File: config.mk
export PLATFORM = sky130hd
export DESIGN_NAME = wb_port_arbiter_flat
export DESIGN_NICKNAME = d
export VERILOG_FILES = /design/src/rtl/wb_port_arbiter_if.sv /design/src/rtl/wb_port_arbiter.sv /design/src/flat_wrapper.sv
export SDC_FILE = /design/constraint.sdc
export NUM_CORES = 1
export LEC_CHECK = 0
export CAP_MARGIN = 20
export CORE_UTILIZATION = 45
export DETAILED_ROUTE_END_ITERATION = 10
export MAX_ROUTING_LAYER = met4
export PLACE_DENSITY_LB_ADDON = 0.3
export SLEW_MARGIN = 30
export SYNTH_ARGS = -nofsm -noshare
export SYNTH_HDL_FRONTEND = slang
export SYNTH_SLANG_ARGS = --single-unit
File: constraint.sdc
create_clock -name clk -period 2.46 [get_ports clk]
set_clock_uncertainty 0.1 [all_clocks]
set_input_delay 0.492 -clock clk [delete_from_list [all_inputs] [get_ports clk]]
set_output_delay 0.492 -clock clk [all_outputs]
set_load 0.1 [all_outputs]
File: src/rtl/wb_port_arbiter_if.sv
// rtl/wb_port_arbiter_if.sv - writeback port arbiter bus: pipe/long-latency requests, RF write port, interlock query
interface wb_port_arbiter_if;
   logic [3:0]  pipe_we;
   logic [4:0]  pipe_waddr;
   logic [31:0] pipe_wdata;
   logic        lu_valid;
   logic        lu_ready;
   logic [4:0]  lu_waddr;
   logic [31:0] lu_wdata;
   logic [3:0]  we;
   logic [4:0]  waddr;
   logic [31:0] wdata;
   logic [4:0]  rd1addr;
   logic [4:0]  rd2addr;
   logic        pend_haz;
   logic        stall_req;

   modport master (
      output pipe_we, pipe_waddr, pipe_wdata,
      output lu_valid, lu_waddr, lu_wdata,
      input  lu_ready,
      input  we, waddr, wdata,
      output rd1addr, rd2addr,
      input  pend_haz, stall_req
   );

   modport slave (
      input  pipe_we, pipe_waddr, pipe_wdata,
      input  lu_valid, lu_waddr, lu_wdata,
      output lu_ready,
      output we, waddr, wdata,
      input  rd1addr, rd2addr,
      output pend_haz, stall_req
   );
endinterface

File: src/rtl/wb_port_arbiter.sv
// rtl/wb_port_arbiter.sv - register-file write port arbiter with 2-entry long-latency result buffer (option: WB_STARVE_GUARD_EN)
module wb_port_arbiter #(
   parameter int WAIT_LIMIT = 8
) (
   input  logic             clk,
   input  logic             rst,
   wb_port_arbiter_if.slave bus
);

   // Entry 0 is always the head; entry 1 is only valid when entry 0 is.
   logic [1:0]  v_q,  v_d;
   logic [4:0]  a_q  [2];
   logic [4:0]  a_d  [2];
   logic [31:0] d_q  [2];
   logic [31:0] d_d  [2];

   logic       pipe_wr;
   logic       pipe_full;
   logic       lu_ready_i;
   logic       push;
   logic       pop;
   logic [1:0] inval;
   logic [1:0] keep;

   // Next buffer contents: remove popped/overwritten entries, compact, then append the new result.
   always_comb begin
      pipe_wr    = |bus.pipe_we;
      pipe_full  = (bus.pipe_we == 4'hF);
      lu_ready_i = rst & ~v_q[1];
      push       = bus.lu_valid & lu_ready_i & (bus.lu_waddr != 5'd0);
      pop        = ~pipe_wr & v_q[0];
      for (int i = 0; i < 2; i++) begin
         inval[i] = pipe_full & v_q[i] & (a_q[i] == bus.pipe_waddr);
      end
      keep[0] = v_q[0] & ~inval[0] & ~pop;
      keep[1] = v_q[1] & ~inval[1];

      v_d = 2'b00;
      a_d = a_q;
      d_d = d_q;
      case (keep)
         2'b11:   v_d = 2'b11;
         2'b01:   v_d = 2'b01;
         2'b10: begin
            v_d    = 2'b01;
            a_d[0] = a_q[1];
            d_d[0] = d_q[1];
         end
         default: v_d = 2'b00;
      endcase

      if (push) begin
         if (v_d[0]) begin
            v_d[1] = 1'b1;
            a_d[1] = bus.lu_waddr;
            d_d[1] = bus.lu_wdata;
         end else begin
            v_d[0] = 1'b1;
            a_d[0] = bus.lu_waddr;
            d_d[0] = bus.lu_wdata;
         end
      end
   end

   // Buffer state register.
   always_ff @(posedge clk or negedge rst) begin
      if (!rst) begin
         v_q <= 2'b00;
         for (int i = 0; i < 2; i++) begin
            a_q[i] <= 5'd0;
            d_q[i] <= 32'd0;
         end
      end else begin
         v_q <= v_d;
         a_q <= a_d;
         d_q <= d_d;
      end
   end

   // Write port mux (pipeline has priority) and read-after-write interlock query.
   always_comb begin
      bus.we       = 4'h0;
      bus.waddr    = 5'd0;
      bus.wdata    = 32'd0;
      bus.pend_haz = 1'b0;
      if (rst) begin
         if (pipe_wr) begin
            bus.we    = bus.pipe_we;
            bus.waddr = bus.pipe_waddr;
            bus.wdata = bus.pipe_wdata;
         end else if (v_q[0]) begin
            bus.we    = 4'hF;
            bus.waddr = a_q[0];
            bus.wdata = d_q[0];
         end
         for (int i = 0; i < 2; i++) begin
            if (v_q[i] && (((bus.rd1addr != 5'd0) && (bus.rd1addr == a_q[i])) ||
                           ((bus.rd2addr != 5'd0) && (bus.rd2addr == a_q[i])))) begin
               bus.pend_haz = 1'b1;
            end
         end
      end
   end

   assign bus.lu_ready = lu_ready_i;

`ifdef WB_STARVE_GUARD_EN
   localparam logic [7:0] LIMIT = 8'(WAIT_LIMIT);
   logic [7:0] wait_q;

   // Count cycles the head is held off by pipeline writes; saturates so stall_req stays up until it drains.
   always_ff @(posedge clk or negedge rst) begin
      if (!rst) begin
         wait_q <= 8'd0;
      end else if (pop || !v_q[0]) begin
         wait_q <= 8'd0;
      end else if (pipe_wr && (wait_q != LIMIT)) begin
         wait_q <= wait_q + 8'd1;
      end
   end

   assign bus.stall_req = rst & v_q[0] & (wait_q == LIMIT);
`else
   // No starvation guard: legal WAIT_LIMIT is never 0, so stall is never requested.
   assign bus.stall_req = rst & (WAIT_LIMIT == 0);
`endif

endmodule
File: src/flat_wrapper.sv
// flat-port wrapper written by rule: the top's interface ports become plain ports
module wb_port_arbiter_flat 
#(
   parameter int WAIT_LIMIT = 8
)
  (clk, rst, bus_pipe_we, bus_pipe_waddr, bus_pipe_wdata, bus_lu_valid, bus_lu_waddr, bus_lu_wdata, bus_lu_ready, bus_we, bus_waddr, bus_wdata, bus_rd1addr, bus_rd2addr, bus_pend_haz, bus_stall_req);
  wb_port_arbiter_if bus_i ();
  input  logic clk;
  input  logic rst;
  input wire logic [$bits(bus_i.pipe_we)-1:0] bus_pipe_we;
  input wire logic [$bits(bus_i.pipe_waddr)-1:0] bus_pipe_waddr;
  input wire logic [$bits(bus_i.pipe_wdata)-1:0] bus_pipe_wdata;
  input wire logic [$bits(bus_i.lu_valid)-1:0] bus_lu_valid;
  input wire logic [$bits(bus_i.lu_waddr)-1:0] bus_lu_waddr;
  input wire logic [$bits(bus_i.lu_wdata)-1:0] bus_lu_wdata;
  output wire logic [$bits(bus_i.lu_ready)-1:0] bus_lu_ready;
  output wire logic [$bits(bus_i.we)-1:0] bus_we;
  output wire logic [$bits(bus_i.waddr)-1:0] bus_waddr;
  output wire logic [$bits(bus_i.wdata)-1:0] bus_wdata;
  input wire logic [$bits(bus_i.rd1addr)-1:0] bus_rd1addr;
  input wire logic [$bits(bus_i.rd2addr)-1:0] bus_rd2addr;
  output wire logic [$bits(bus_i.pend_haz)-1:0] bus_pend_haz;
  output wire logic [$bits(bus_i.stall_req)-1:0] bus_stall_req;
  assign bus_i.pipe_we = bus_pipe_we;
  assign bus_i.pipe_waddr = bus_pipe_waddr;
  assign bus_i.pipe_wdata = bus_pipe_wdata;
  assign bus_i.lu_valid = bus_lu_valid;
  assign bus_i.lu_waddr = bus_lu_waddr;
  assign bus_i.lu_wdata = bus_lu_wdata;
  assign bus_lu_ready = bus_i.lu_ready;
  assign bus_we = bus_i.we;
  assign bus_waddr = bus_i.waddr;
  assign bus_wdata = bus_i.wdata;
  assign bus_i.rd1addr = bus_rd1addr;
  assign bus_i.rd2addr = bus_rd2addr;
  assign bus_pend_haz = bus_i.pend_haz;
  assign bus_stall_req = bus_i.stall_req;
  wb_port_arbiter #(.WAIT_LIMIT(WAIT_LIMIT)) u_core (.clk(clk), .rst(rst), .bus(bus_i));
endmodule
# Word-level counts from Yosys, hierarchy flattened

Cells that the tools add are included.

Register bits: 76
Input port bits: 91
Logic and storage cells: 68

Equality and inequality tests: 10
Mux-type cells: 23
Bitwise gates (word level): 16
Reductions and logical operators: 14

Operators with widths:

| operator                                                               | number |
|---|---|
| 32-bit 2-to-1 mux                                                      | 6 |
| 64-bit 2-to-1 mux                                                      | 1 |
| 5-bit equality test                                                    | 6 |
| 5-bit 2-to-1 mux                                                       | 6 |
| 5-bit nonzero test                                                     | 3 |
| 4-bit 2-to-1 mux                                                       | 3 |
| 1-bit AND                                                              | 11 |
| 10-bit 2-to-1 mux                                                      | 1 |
| 1-bit logical AND                                                      | 6 |
| 1-bit NOT                                                              | 5 |
| 2-bit equality test (second input constant)                            | 2 |
| 4-bit equality test (second input constant)                            | 1 |
| 1-bit 2-to-1 mux                                                       | 4 |
| 2-bit one-hot mux with 2 select lines                                  | 1 |
| 4-bit OR reduction                                                     | 1 |
| 2-bit by 1-bit equality test with 1-bit output (second input constant) | 1 |
| 1-bit logical OR                                                       | 2 |
| 2-bit 2-to-1 mux                                                       | 1 |
| 2-bit AND reduction                                                    | 1 |
| 2-bit OR reduction                                                     | 1 |

# Logic depth before layout (Yosys ltp)

Gate-level depths: netlist of the first run.

Depth in word-level cells: 11
Mapped depth: 8
Gate-level depth less buffers: 5

# Least setup slack after synthesis of the first run

No wires, ideal clock.

Path kind: in2out
Start point: input port bus_pipe_we[3]
End point: output port bus_wdata[11]
Data arrival time: 3690 ps
Data required time: 1868 ps
Slack: -1822 ps
Stages on the path: 5
Buffers on the path: 2
Path through: nor4_1 clkbuf_1 clkbuf_1 nand3_1 a21boi_0

Word-level cells in the longest chain between the ends: 3

RTL lines:

| what               | line                  | RTL |
|---|---|---|
| start, declared    | flat_wrapper.sv:10    | `input wire logic [$bits(bus_i.pipe_we)-1:0] bus_pipe_we;` |
| 4-bit OR reduction | wb_port_arbiter.sv:27 | `pipe_wr = \|bus.pipe_we;` |
| 32-bit 2-to-1 mux  | wb_port_arbiter.sv:87 | `if (pipe_wr) begin` |
| 32-bit 2-to-1 mux  | wb_port_arbiter.sv:86 | `if (rst) begin` |
| end, declared      | flat_wrapper.sv:19    | `output wire logic [$bits(bus_i.wdata)-1:0] bus_wdata;` |

Every way passes these cells.

# Worst setup path after layout of the first run

Start point: input port bus_pipe_we[3]
End point: output port bus_waddr[4]

Word-level cells in the longest chain between the ends: 3

RTL lines:

| what               | line                  | RTL |
|---|---|---|
| 4-bit OR reduction | wb_port_arbiter.sv:27 |  |
| 5-bit 2-to-1 mux   | wb_port_arbiter.sv:87 |  |
| 5-bit 2-to-1 mux   | wb_port_arbiter.sv:86 |  |
| end, declared      | flat_wrapper.sv:18    | `output wire logic [$bits(bus_i.waddr)-1:0] bus_waddr;` |

Every way passes these cells.

==> impl_metrics.csv, run 1 <==
group,metric,value,unit
route,firstDrtPassIters,4,
clock_tree,max-clock-path-buffers,2,
worst_setup_path,cp.required,1.87,ns
clock_tree,htree_num_levels,3,
cells_and_area,multiInputGateArea,3040,um^2
clock_tree,cts_tree,"built",
synthesis,synth_cells,404,
clock_tree,clockRootBuffer,"clkbuf_8",
sta,finalCriticalPeriod,2.58,ns
worst_setup_path,crit_start,"bus_pipe_we[3]",
synthesis,avgSynthCellArea,11.0,um^2
power,seq_power_share,37.3,%
sta,rsz0062_at_grt,"true",
cells_and_area,syn2layout_area_growth,72.7,%
power,sw_frac_of_total,40.8,%
synthesis,ys_types,32,
route,avgViaCountPerCell,5.89,
sta,report.final.hold_viol_count,0,
sta,slew_violations,0,
sta,final-setup-viol-count,41,
power,power.internal,3.95,mW
floorplan,core,9370,um^2
worst_setup_path,reg2reg_to,"u_core.a_q[7]",
sta,fin_setup_tns,-3.28,ns
run,drv_cap,0,
clock_tree,cts_made_buffers,9,
route,drcViolationCount,0,
floorplan,initial_core_util,47.2,%
sta,fin_crit_sh,105,%
worst_setup_path,timing.rr.start,"u_core.a_q[5]",
power,p_per_area,874,nW/um^2
worst_setup_path,critPathLaunchType,"primary input",
run_status,outcome,"finished, violations left",
power,leakagePower,3.09,nW
clock_tree,clkLatencyLatePin,0.35,ns
floorplan,die_height,101,um
worst_hold_path,holdCritPathClass,"in2async",
power,p_comb_share,49.4,%
placed_design,routabilityCongestion,0.916,
run_status,violations,"negative setup slack",
synthesis,ys_ff_latch,76,
route,routed_wl,14800,um
worst_setup_path,setup.worst_path.end_class,"primary output",
power,irDropWorstVdd,0.000442,V
worst_setup_path,r2r_slack,0.16,ns
global_route,antenna_found_initial,0,
synthesis,synth_area,4430,um^2
route,wl_per_cell,21.2,um
global_route,grt.total_usage,30.7,%
placed_design,dpl.hpwl,9610,um
cells_and_area,antenna_cells,0,
route,routed-via-count,4130,
placed_design,io_buffers,133,
sta,fmax,388,MHz
clock_tree,cts_sinks,76,
synthesis,synth_top_area_share,43.0,%
route,drt_iter0_markers,168,
global_route,grt_first_pass_wirelength,23100,um
power,power_frac_clock,13.3,%
sta,layout_setup_ws,-0.119,ns
floorplan,rows,35,
cells_and_area,post-route-util,81.6,%
worst_setup_path,critPathKind,"in2out",
cells_and_area,nets,658,
sta,fin_hold_ws,0.121,ns
synthesis,synth_area_leaders,"dfrtp_1 (43%), a2bb2oi_2 (10%), mux2_1 (7.6%), a21boi_0 (6.4%), o22ai_1 (5.2%)",
cells_and_area,seq_area,1910,um^2
worst_setup_path,worstPathMaxFanout,10,
placed_design,preCtsSetupSlack,-0.424,ns
clock_tree,clk_pin_slew,0.09,ns
cells_and_area,n_fill_cell,544,
synthesis,seq_area_frac_synth,43.0,%
floorplan,fp.dieW,101,um
synthesis,yosysTopAreaCell,"dfrtp_1",
synthesis,yosys_warnings,0,
worst_setup_path,crit_arrival,1.99,ns
floorplan,io_pins,135,
power,power_switching,2.73,mW
worst_setup_path,reg2reg_depth,7,
global_route,grt_pass1_vias,4394,
floorplan,die_area,10200,um^2
synthesis,syn_nets,495,
global_route,grt_max_degree,49,
cells_and_area,drive_above_1_share,46.9,%
global_route,grt_overflow,0,
route,final_antenna_net_count,0,
[power groups by stage]
| stage | clock network [mW] | logic [mW] | registers (mW) |
|---|---|---|---|
| 2_1_floorplan | 0 | 2.26 | 2.21 |
| 3_3_place_gp | 0 | 2.89 | 2.38 |
| 3_5_place_dp | 0 | 3.00 | 2.44 |
| 4_1_cts | 0.894 | 3.20 | 2.43 |
| 5_1_grt | 0.966 | 3.46 | 2.54 |
| 6_report | 0.889 | 3.30 | 2.49 |
[worst max-delay path, stage by stage]
cell and delay, ns:
buf_6 0.10, buf_6 0.12, nor4_4 0.33, buf_6 0.23, buf_8 0.17, nand3_2 0.12
a21boi_4 0.22, buf_12 0.19
[per-layer routing]
layer	wire (um)	share of wire [%]	global-route usage (%)	vias to the layer above
met4	492	3.3	12.8	0
met3	960	6.5	6.49	42
met5	0	0	-	-
met1	5820	39	35.3	2091
li1	-	-	-	1820
met2	7550	51	52.0	177
[how the worst max path moves through the flow]
stage	slack, ns	to
2_1_floorplan	-0.04	bus_wdata[12]
3_3_place_gp	-0.38	u_core.a_q[9]
3_5_place_dp	-0.42	u_core.a_q[7]
4_1_cts	-0.007	bus_wdata[19]
5_1_grt	-0.17	bus_wdata[19]
6_report	-0.12	bus_waddr[4]
[cells in the mapped netlist (all sizes together)]
| library cell | instances |
|---|---|
| nor2 | 3 |
| o41ai | 1 |
| or4 | 4 |
| a2bb2oi | 36 |
| nor4 | 5 |
| nand4 | 2 |
| nor2b | 1 |
| a21oi | 1 |
| mux2 | 37 |
| o311ai | 1 |
| clkbuf | 24 |
| conb | 1 |
| o22ai | 37 |
| o21a | 4 |
| o2bb2a | 1 |
| xnor2 | 19 |
| nand3 | 43 |
| xor2 | 11 |
| dfrtp | 76 |
| nand2 | 37 |
| and2 | 1 |
| a21boi | 39 |
| o211ai | 1 |
| o21ai | 2 |
| buf | 17 |
[final cells by class]
class | instances | share of cell area, %
multi-input combinational | 287 | 39.8
timing repair buffer | 193 | 30.7
sequential | 76 | 25.0
tap | 129 | 2.11
clock buffer | 9 | 1.62
clock inverter | 7 | 0.769
[per-stage QoR]
step           power (mW)  instance area [um^2]  std cells
6_report             6.68                  7640        701
5_1_grt              6.97                  7640        701
4_1_cts              6.53                  7560        700
3_3_place_gp         5.27                  7030        672
2_1_floorplan        4.48                  4890        404
3_5_place_dp         5.44                  7030        672
[timing repair]
item                                   4_1_cts  5_1_grt
resized for setup                          116       15
buffers inserted                            10        2
hold buffers                                 0        0
pin swaps                                   40       16
endpoints found under the hold margin        0        0
cloned                                       3        0
setup endpoints to repair                   70       42
[registers in the layout (all words and copies together), names as in the netlist]
| name | count |
|---|---|
| u_core.d_q | 64 |
| u_core.a_q | 10 |
| u_core.v_q | 2 |
[layout by cell type (no fill, tap or decap), types with 4 or more instances in the layout]
master / n
nand2_1: 37
nand3_2: 22
a2bb2oi_1: 6
xnor2_1: 16
mux2_2: 7
a2bb2oi_2: 30
nand3_1: 15
clkdlybuf4s50_1: 75
nand3_4: 6
buf_4: 43
o21a_2: 4
dfrtp_2: 8
a21boi_4: 39
o22ai_1: 37
buf_2: 7
dfrtp_1: 68
buf_6: 8
mux2_1: 30
buf_12: 53
clkbuf_8: 9
xor2_1: 11
[logic make-up after synthesis]
| kind of cell | synth area share (%) |
|---|---|
| AOI/OAI and AO/OA | 26.2 |
| xor gates and xnor gates | 5.94 |
| buffers and inverters | 5.00 |
| DFF | 43.0 |
| muxes | 9.41 |
| other | 0.0847 |
| and+or+nand+nor | 10.4 |
No activity file was read; power rests on OpenSTA's default activity.
==> run 2, diff against run 1 <==
--- a/constraint.sdc
+++ b/constraint.sdc
@@ -4,2 +4,2 @@
 set_output_delay 0.492 -clock clk [all_outputs]
-set_load 0.1 [all_outputs]
+set_load 0.01 [all_outputs]
==> impl_metrics.csv, run 2 (synthesized netlist as in run 1, its figures left out) <==
group,metric,value,unit
worst_setup_path,setup.worst_path.end_class,"primary output",
clock_tree,cts_made_buffers,9,
clock_tree,cts_tree,"built",
worst_setup_path,timing.rr.start,"u_core.a_q[9]",
cells_and_area,drive_above_1_share,29.3,%
power,irDropWorstVdd,0.000439,V
sta,fin_hold_ws,0.0712,ns
cells_and_area,nets,649,
clock_tree,max-clock-path-buffers,2,
route,wl_per_cell,17.9,um
placed_design,dpl.hpwl,8970,um
global_route,grt_pass1_vias,4054,
placed_design,placed_cell_area,6130,um^2
worst_setup_path,reg2reg_to,"u_core.d_q[55]",
worst_setup_path,cp.required,1.87,ns
sta,final-setup-viol-count,0,
floorplan,die_area,10200,um^2
worst_setup_path,slowest_delay,0.25,ns
worst_setup_path,slowest_stage,"nor4_2",
route,final_antenna_net_count,0,
cells_and_area,mostFrequentLayoutCells,"clkdlybuf4s50_1 (76), dfrtp_1 (76), nand3_1 (43)",
sta,fin_crit_sh,97.4,%
sta,fin_setup_tns,0,ns
placed_design,routabilityCongestion,0.945,
run_status,outcome,"finished, final reports clean",
global_route,grt_max_degree,29,
cells_and_area,fin_cells,692,
placed_design,preCtsSetupSlack,-0.622,ns
worst_setup_path,critPathKind,"in2out",
route,firstDrtPassIters,4,
placed_design,dp.cells,670,
cells_and_area,final_area,6280,um^2
worst_setup_path,worstPathMaxFanout,7,
cells_and_area,largest_register,"u_core.d_q",
sta,tightest_slew,0.552,ns
global_route,grt_first_pass_wirelength,19900,um
sta,finalCriticalPeriod,2.40,ns
worst_setup_path,crit_arrival,1.80,ns
worst_hold_path,holdCritPathClass,"in2async",
floorplan,io_pins,135,
sta,slew_violations,0,
floorplan,core,9370,um^2
route,routed_wl,12400,um
clock_tree,clk_pin_slew,0.08,ns
route,avgViaCountPerCell,5.59,
clock_tree,clkLatencyLatePin,0.34,ns
worst_setup_path,crit_start,"bus_pipe_we[2]",
sta,fmax,417,MHz
floorplan,initial_core_util,47.2,%
clock_tree,htree_num_levels,3,
floorplan,die_height,101,um
sta,report.final.hold_viol_count,0,
route,drcViolationCount,0,
floorplan,rows,35,
floorplan,fp.dieW,101,um
worst_setup_path,critPathLaunchType,"primary input",
route,routed-via-count,3865,
run,drv_cap,0,
worst_setup_path,r2r_slack,0.30,ns
worst_setup_path,crit_chain,"clkdlybuf4s15_2, nor4_2, buf_4, buf_6, buf_12, nand3_1, a21boi_1, clkdlybuf4s15_2",
global_route,antenna_found_initial,0,
route,drt_iter0_markers,110,
cells_and_area,reg.largest.list,"u_core.d_q (64), u_core.a_q (10), u_core.v_q (2)",
clock_tree,clockRootBuffer,"clkbuf_8",
power,p_per_area,920,nW/um^2
sta,layout_setup_ws,0.0641,ns
global_route,grt.total_usage,25.9,%
sta,rsz0062_at_grt,"false",
placed_design,io_buffers,133,
cells_and_area,largest_reg_flops,64,
cells_and_area,syn2layout_area_growth,42.0,%
sta,relSlewSlack,63.1,%
worst_setup_path,crit_path_frequent_cell,"clkdlybuf4s15_2",
worst_setup_path,reg2reg_depth,7,
clock_tree,cts_sinks,76,
power,leakagePower,2.66,nW
cells_and_area,antenna_cells,0,
global_route,grt_overflow,0,
==> run 2: changes by cell type in the layout (fill, tap and decap cells not counted), sizes merged <==
cell	delta
clkinvlp	-1
clkinv	+1
dlygate4sd2	+7
clkdlybuf4s15	+4
clkdlybuf4s50	+1
dlygate4sd3	+1
inv	-2
clkbuf	+2
bufinv	+1
buf	-23
==> run 2: worst max-delay path by stage <==
| stage | endpoint | slack [ns] | cells past startpoint |
|---|---|---|---|
| 2_1_floorplan | bus_wdata[11] | 0.07 | 5 |
| 3_3_place_gp | bus_wdata[26] | -0.58 | 7 |
| 3_5_place_dp | bus_wdata[14] | -0.62 | 7 |
| 4_1_cts | bus_wdata[19] | 0.0003 | 8 |
| 5_1_grt | bus_wdata[23] | 0.002 | 8 |
| 6_report | bus_wdata[22] | 0.06 | 8 |
==> run 2: through the flow <==
step | total power [mW] | util, %
floorplan | 3.98 | -
global route | 6.08 | 67.0
finish | 5.78 | 67.0
CTS | 5.78 | 67.6
detailed placement | 4.82 | 65.5
global placement | 4.67 | 65.5
==> run 2: layout make-up <==
cell class	instances	area (um^2)
Tap cell	129	161
Timing Repair Buffer	184	1640
Clock inverter	6	72.6
Sequential cell	76	1900
Clock buffer	10	138
Fill cell	738	3090
Multi-Input combinational cell	287	2370
==> run 2: critical path: cells and delay by family <==
family / cells / cell delay [ns]
buf+inv: 5 / 0.84
simple gates: 2 / 0.32
compound gates: 1 / 0.15
==> run 2: timing repair <==
action,in CTS,in global routing
gates resized for setup,221,28
pin swaps,16,17
endpoints found under the setup margin,45,25
hold buffers,1,0
setup buffers,3,0
endpoints found under the hold margin,3,0
cloned,1,1
==> run 2: per-layer routing <==
layer,track usage [%],wire length (um)
met5,-,0
met2,44.7,6440
met3,2.62,542
met1,32.4,5260
met4,7.25,178
==> run 2: where the power goes <==
part / switching (mW) / internal, mW
clock network: 0.472 / 0.507
logic: 1.04 / 1.36
registers: 0.528 / 1.88
total: 2.04 / 3.75
==> run 3, diff against run 2 <==
ABC_AREA = 1   (was default)
==> impl_metrics.csv, run 3 <==
group,metric,value,unit
power,power.internal,3.41,mW
placed_design,io_buffers,133,
floorplan,initial_core_util,47.3,%
route,routed_wl,14500,um
power,irDropWorstVdd,0.000546,V
floorplan,io_pins,135,
synthesis,seq_area_frac_synth,38.3,%
power,sw_frac_of_total,39.8,%
sta,layout_setup_ws,0.122,ns
clock_tree,cts_made_buffers,9,
synthesis,ys_ff_latch,76,
cells_and_area,antenna_cells,0,
power,power_switching,2.25,mW
global_route,grt_pass1_vias,4918,
global_route,grt_first_pass_wirelength,22600,um
cells_and_area,reg.largest.list,"u_core.d_q (64), u_core.a_q (10), u_core.v_q (2)",
placed_design,preCtsSetupSlack,-0.481,ns
synthesis,avgSynthCellArea,6.78,um^2
sta,relSlewSlack,52.9,%
synthesis,synth_area,4970,um^2
sta,final-setup-viol-count,0,
placed_design,routabilityCongestion,0.872,
sta,fin_setup_tns,0,ns
synthesis,synth-edff-count,0,
synthesis,synth_cells,733,
floorplan,rows,37,
worst_setup_path,reg2reg_to,"u_core.d_q[4]",
cells_and_area,post-route-util,64.8,%
floorplan,die_area,11500,um^2
clock_tree,ctsHoldBuffers,0,
route,drcViolationCount,0,
run,drv_cap,0,
worst_setup_path,setup.worst_path.end_class,"primary output",
cells_and_area,largest_register,"u_core.d_q",
cells_and_area,mostFrequentLayoutCells,"nand2_1 (267), nand3_1 (133), inv_1 (82)",
sta,rsz0062_at_grt,"false",
power,p_per_area,831,nW/um^2
cells_and_area,final_common_cell,"nand2_1",
power,seq_power_share,40.5,%
route,wl_per_cell,14.3,um
worst_setup_path,worstPathMaxFanout,3,
clock_tree,cts_sinks,76,
cells_and_area,drive_above_1_share,17.6,%
clock_tree,htree_num_levels,3,
global_route,antenna_found_initial,0,
cells_and_area,multiInputGateArea,2470,um^2
sta,slew_violations,0,
synthesis,synth_common_cells,"nand2_1 (269), nand3_1 (133), inv_1 (83)",
route,drt_iter0_markers,342,
clock_tree,max-clock-path-buffers,2,
worst_setup_path,crit_arrival,1.75,ns
global_route,grt_overflow,0,
floorplan,fp.dieW,107,um
synthesis,yosysMostFrequentCell,"nand2_1",
route,routed-via-count,5212,
synthesis,syn_nets,824,
synthesis,synth_area_leaders,"dfrtp_1 (38%), nand2_1 (20%), nand3_1 (13%), inv_1 (6.3%), a21oi_1 (4.4%)",
sta,report.final.hold_viol_count,0,
sta,tightest_slew,0.706,ns
sta,fin_hold_ws,0.176,ns
cells_and_area,nets,965,
clock_tree,cts_tree,"built",
global_route,grt.total_usage,25.4,%
run_status,outcome,"finished, final reports clean",
power,leakagePower,3.58,nW
power,power_frac_clock,18.9,%
cells_and_area,largest_reg_flops,64,
worst_setup_path,cp.required,1.87,ns
sta,fin_crit_sh,95.0,%
worst_setup_path,critPathKind,"in2out",
worst_setup_path,critPathLaunchType,"primary input",
power,p_comb_share,40.6,%
route,firstDrtPassIters,5,
cells_and_area,n_fill_cell,931,
worst_hold_path,holdCritPathClass,"in2async",
synthesis,yosys_warnings,0,
floorplan,die_height,107,um
route,avgViaCountPerCell,5.13,
cells_and_area,seq_area,1900,um^2
synthesis,synth_flop_cell,"dfrtp_1",
worst_setup_path,reg2reg_depth,12,
synthesis,yosysTopAreaCell,"dfrtp_1",
global_route,grt_max_degree,77,
floorplan,core,10500,um^2
worst_setup_path,timing.rr.start,"u_core.a_q[9]",
synthesis,ys_types,24,
clock_tree,clk_pin_slew,0.08,ns
sta,finalCriticalPeriod,2.34,ns
clock_tree,clockRootBuffer,"clkbuf_8",
placed_design,dpl.hpwl,10100,um
synthesis,ys_async_sr_fraction,100,%
route,final_antenna_net_count,0,
synthesis,synth_top_area_share,38.3,%
sta,fmax,428,MHz
clock_tree,clkLatencyLatePin,0.34,ns
cells_and_area,syn2layout_area_growth,37.2,%
worst_setup_path,r2r_slack,0.55,ns
-- run 3: changes by cell type in the layout (fill, tap and decap cells not counted), moves of 33 or more --
cell	delta
o22ai_1	-37
nand2_1	+230
a21boi_1	-35
nand3_1	+90
inv_1	+82
a21oi_1	+33
-- run 3: worst max-delay path, cell delays in order --
cell and delay, ns:
clkdlybuf4s50_1 0.50, xor2_1 0.18, nor2_1 0.10, nand4_1 0.08
nand2_1 0.07, nand2_1 0.06, a21oi_2 0.12, buf_2 0.14
-- run 3: what timing repair did --
| item | in CTS | in global routing |
|---|---|---|
| setup buffers | 0 | 1 |
| cloned | 0 | 2 |
| resized for setup | 161 | 32 |
| pin swaps | 0 | 5 |
| setup endpoints to repair | 42 | 43 |
-- run 3: worst max path at each step --
stage	depth (start not counted)	to	startpoint	slack [ns]
after detailed placement	8	bus_wdata[28]	bus_pipe_we[3]	-0.48
final	8	bus_pend_haz	bus_rd1addr[4]	0.12
after CTS	8	bus_wdata[29]	bus_pipe_we[3]	-0.1
after global routing	8	bus_pend_haz	bus_rd1addr[4]	0.02
after global placement	8	bus_waddr[1]	bus_pipe_we[3]	-0.40
after floorplan	7	bus_wdata[11]	bus_pipe_we[3]	0.39
-- run 3: area by class of cell --
class | count | share of cell area (%)
Multi-Input combinational cell | 516 | 36.3
Sequential cell | 76 | 27.9
Timing Repair Buffer | 175 | 24.5
Inverter | 96 | 5.45
Tap cell | 136 | 2.50
Clock buffer | 10 | 2.02
Clock inverter | 6 | 1.27
-- run 3: kinds of logic after synthesis --
logic type / count (synthesis) / synth area share, %
simple gates: 450 / 41.0
buf+inv: 141 / 12.8
flops: 76 / 38.3
compound gates: 48 / 4.84
xor+xnor: 17 / 3.00
other cells: 1 / 0.0755
-- run 3: power by group through the flow --
stage	combinational (mW)	sequential, mW	clock [mW]
floorplan	1.64	2.17	0
finish	2.30	2.29	1.07
detailed placement	2.29	2.30	0
global route	2.62	2.35	1.15
CTS	2.27	2.28	1.09
global placement	2.20	2.29	0
-- run 3: through the flow --
| step | instance area (um^2) | cells | power [mW] |
|---|---|---|---|
| final | 6810 | 1015 | 5.66 |
| after floorplan | 4970 | 733 | 3.81 |
| after global routing | 6810 | 1015 | 6.13 |
| after global placement | 6570 | 996 | 4.49 |
| after detailed placement | 6570 | 996 | 4.60 |
| after CTS | 6700 | 1012 | 5.64 |
-- run 3: per-layer routing --
layer,vias to the layer above,GRT usage (%),part of all wire [%]
met1,2399,31.5,42
met2,226,43.4,49
li1,2571,-,-
met4,0,6.26,1.1
met3,16,3.83,7.4
met5,-,-,0
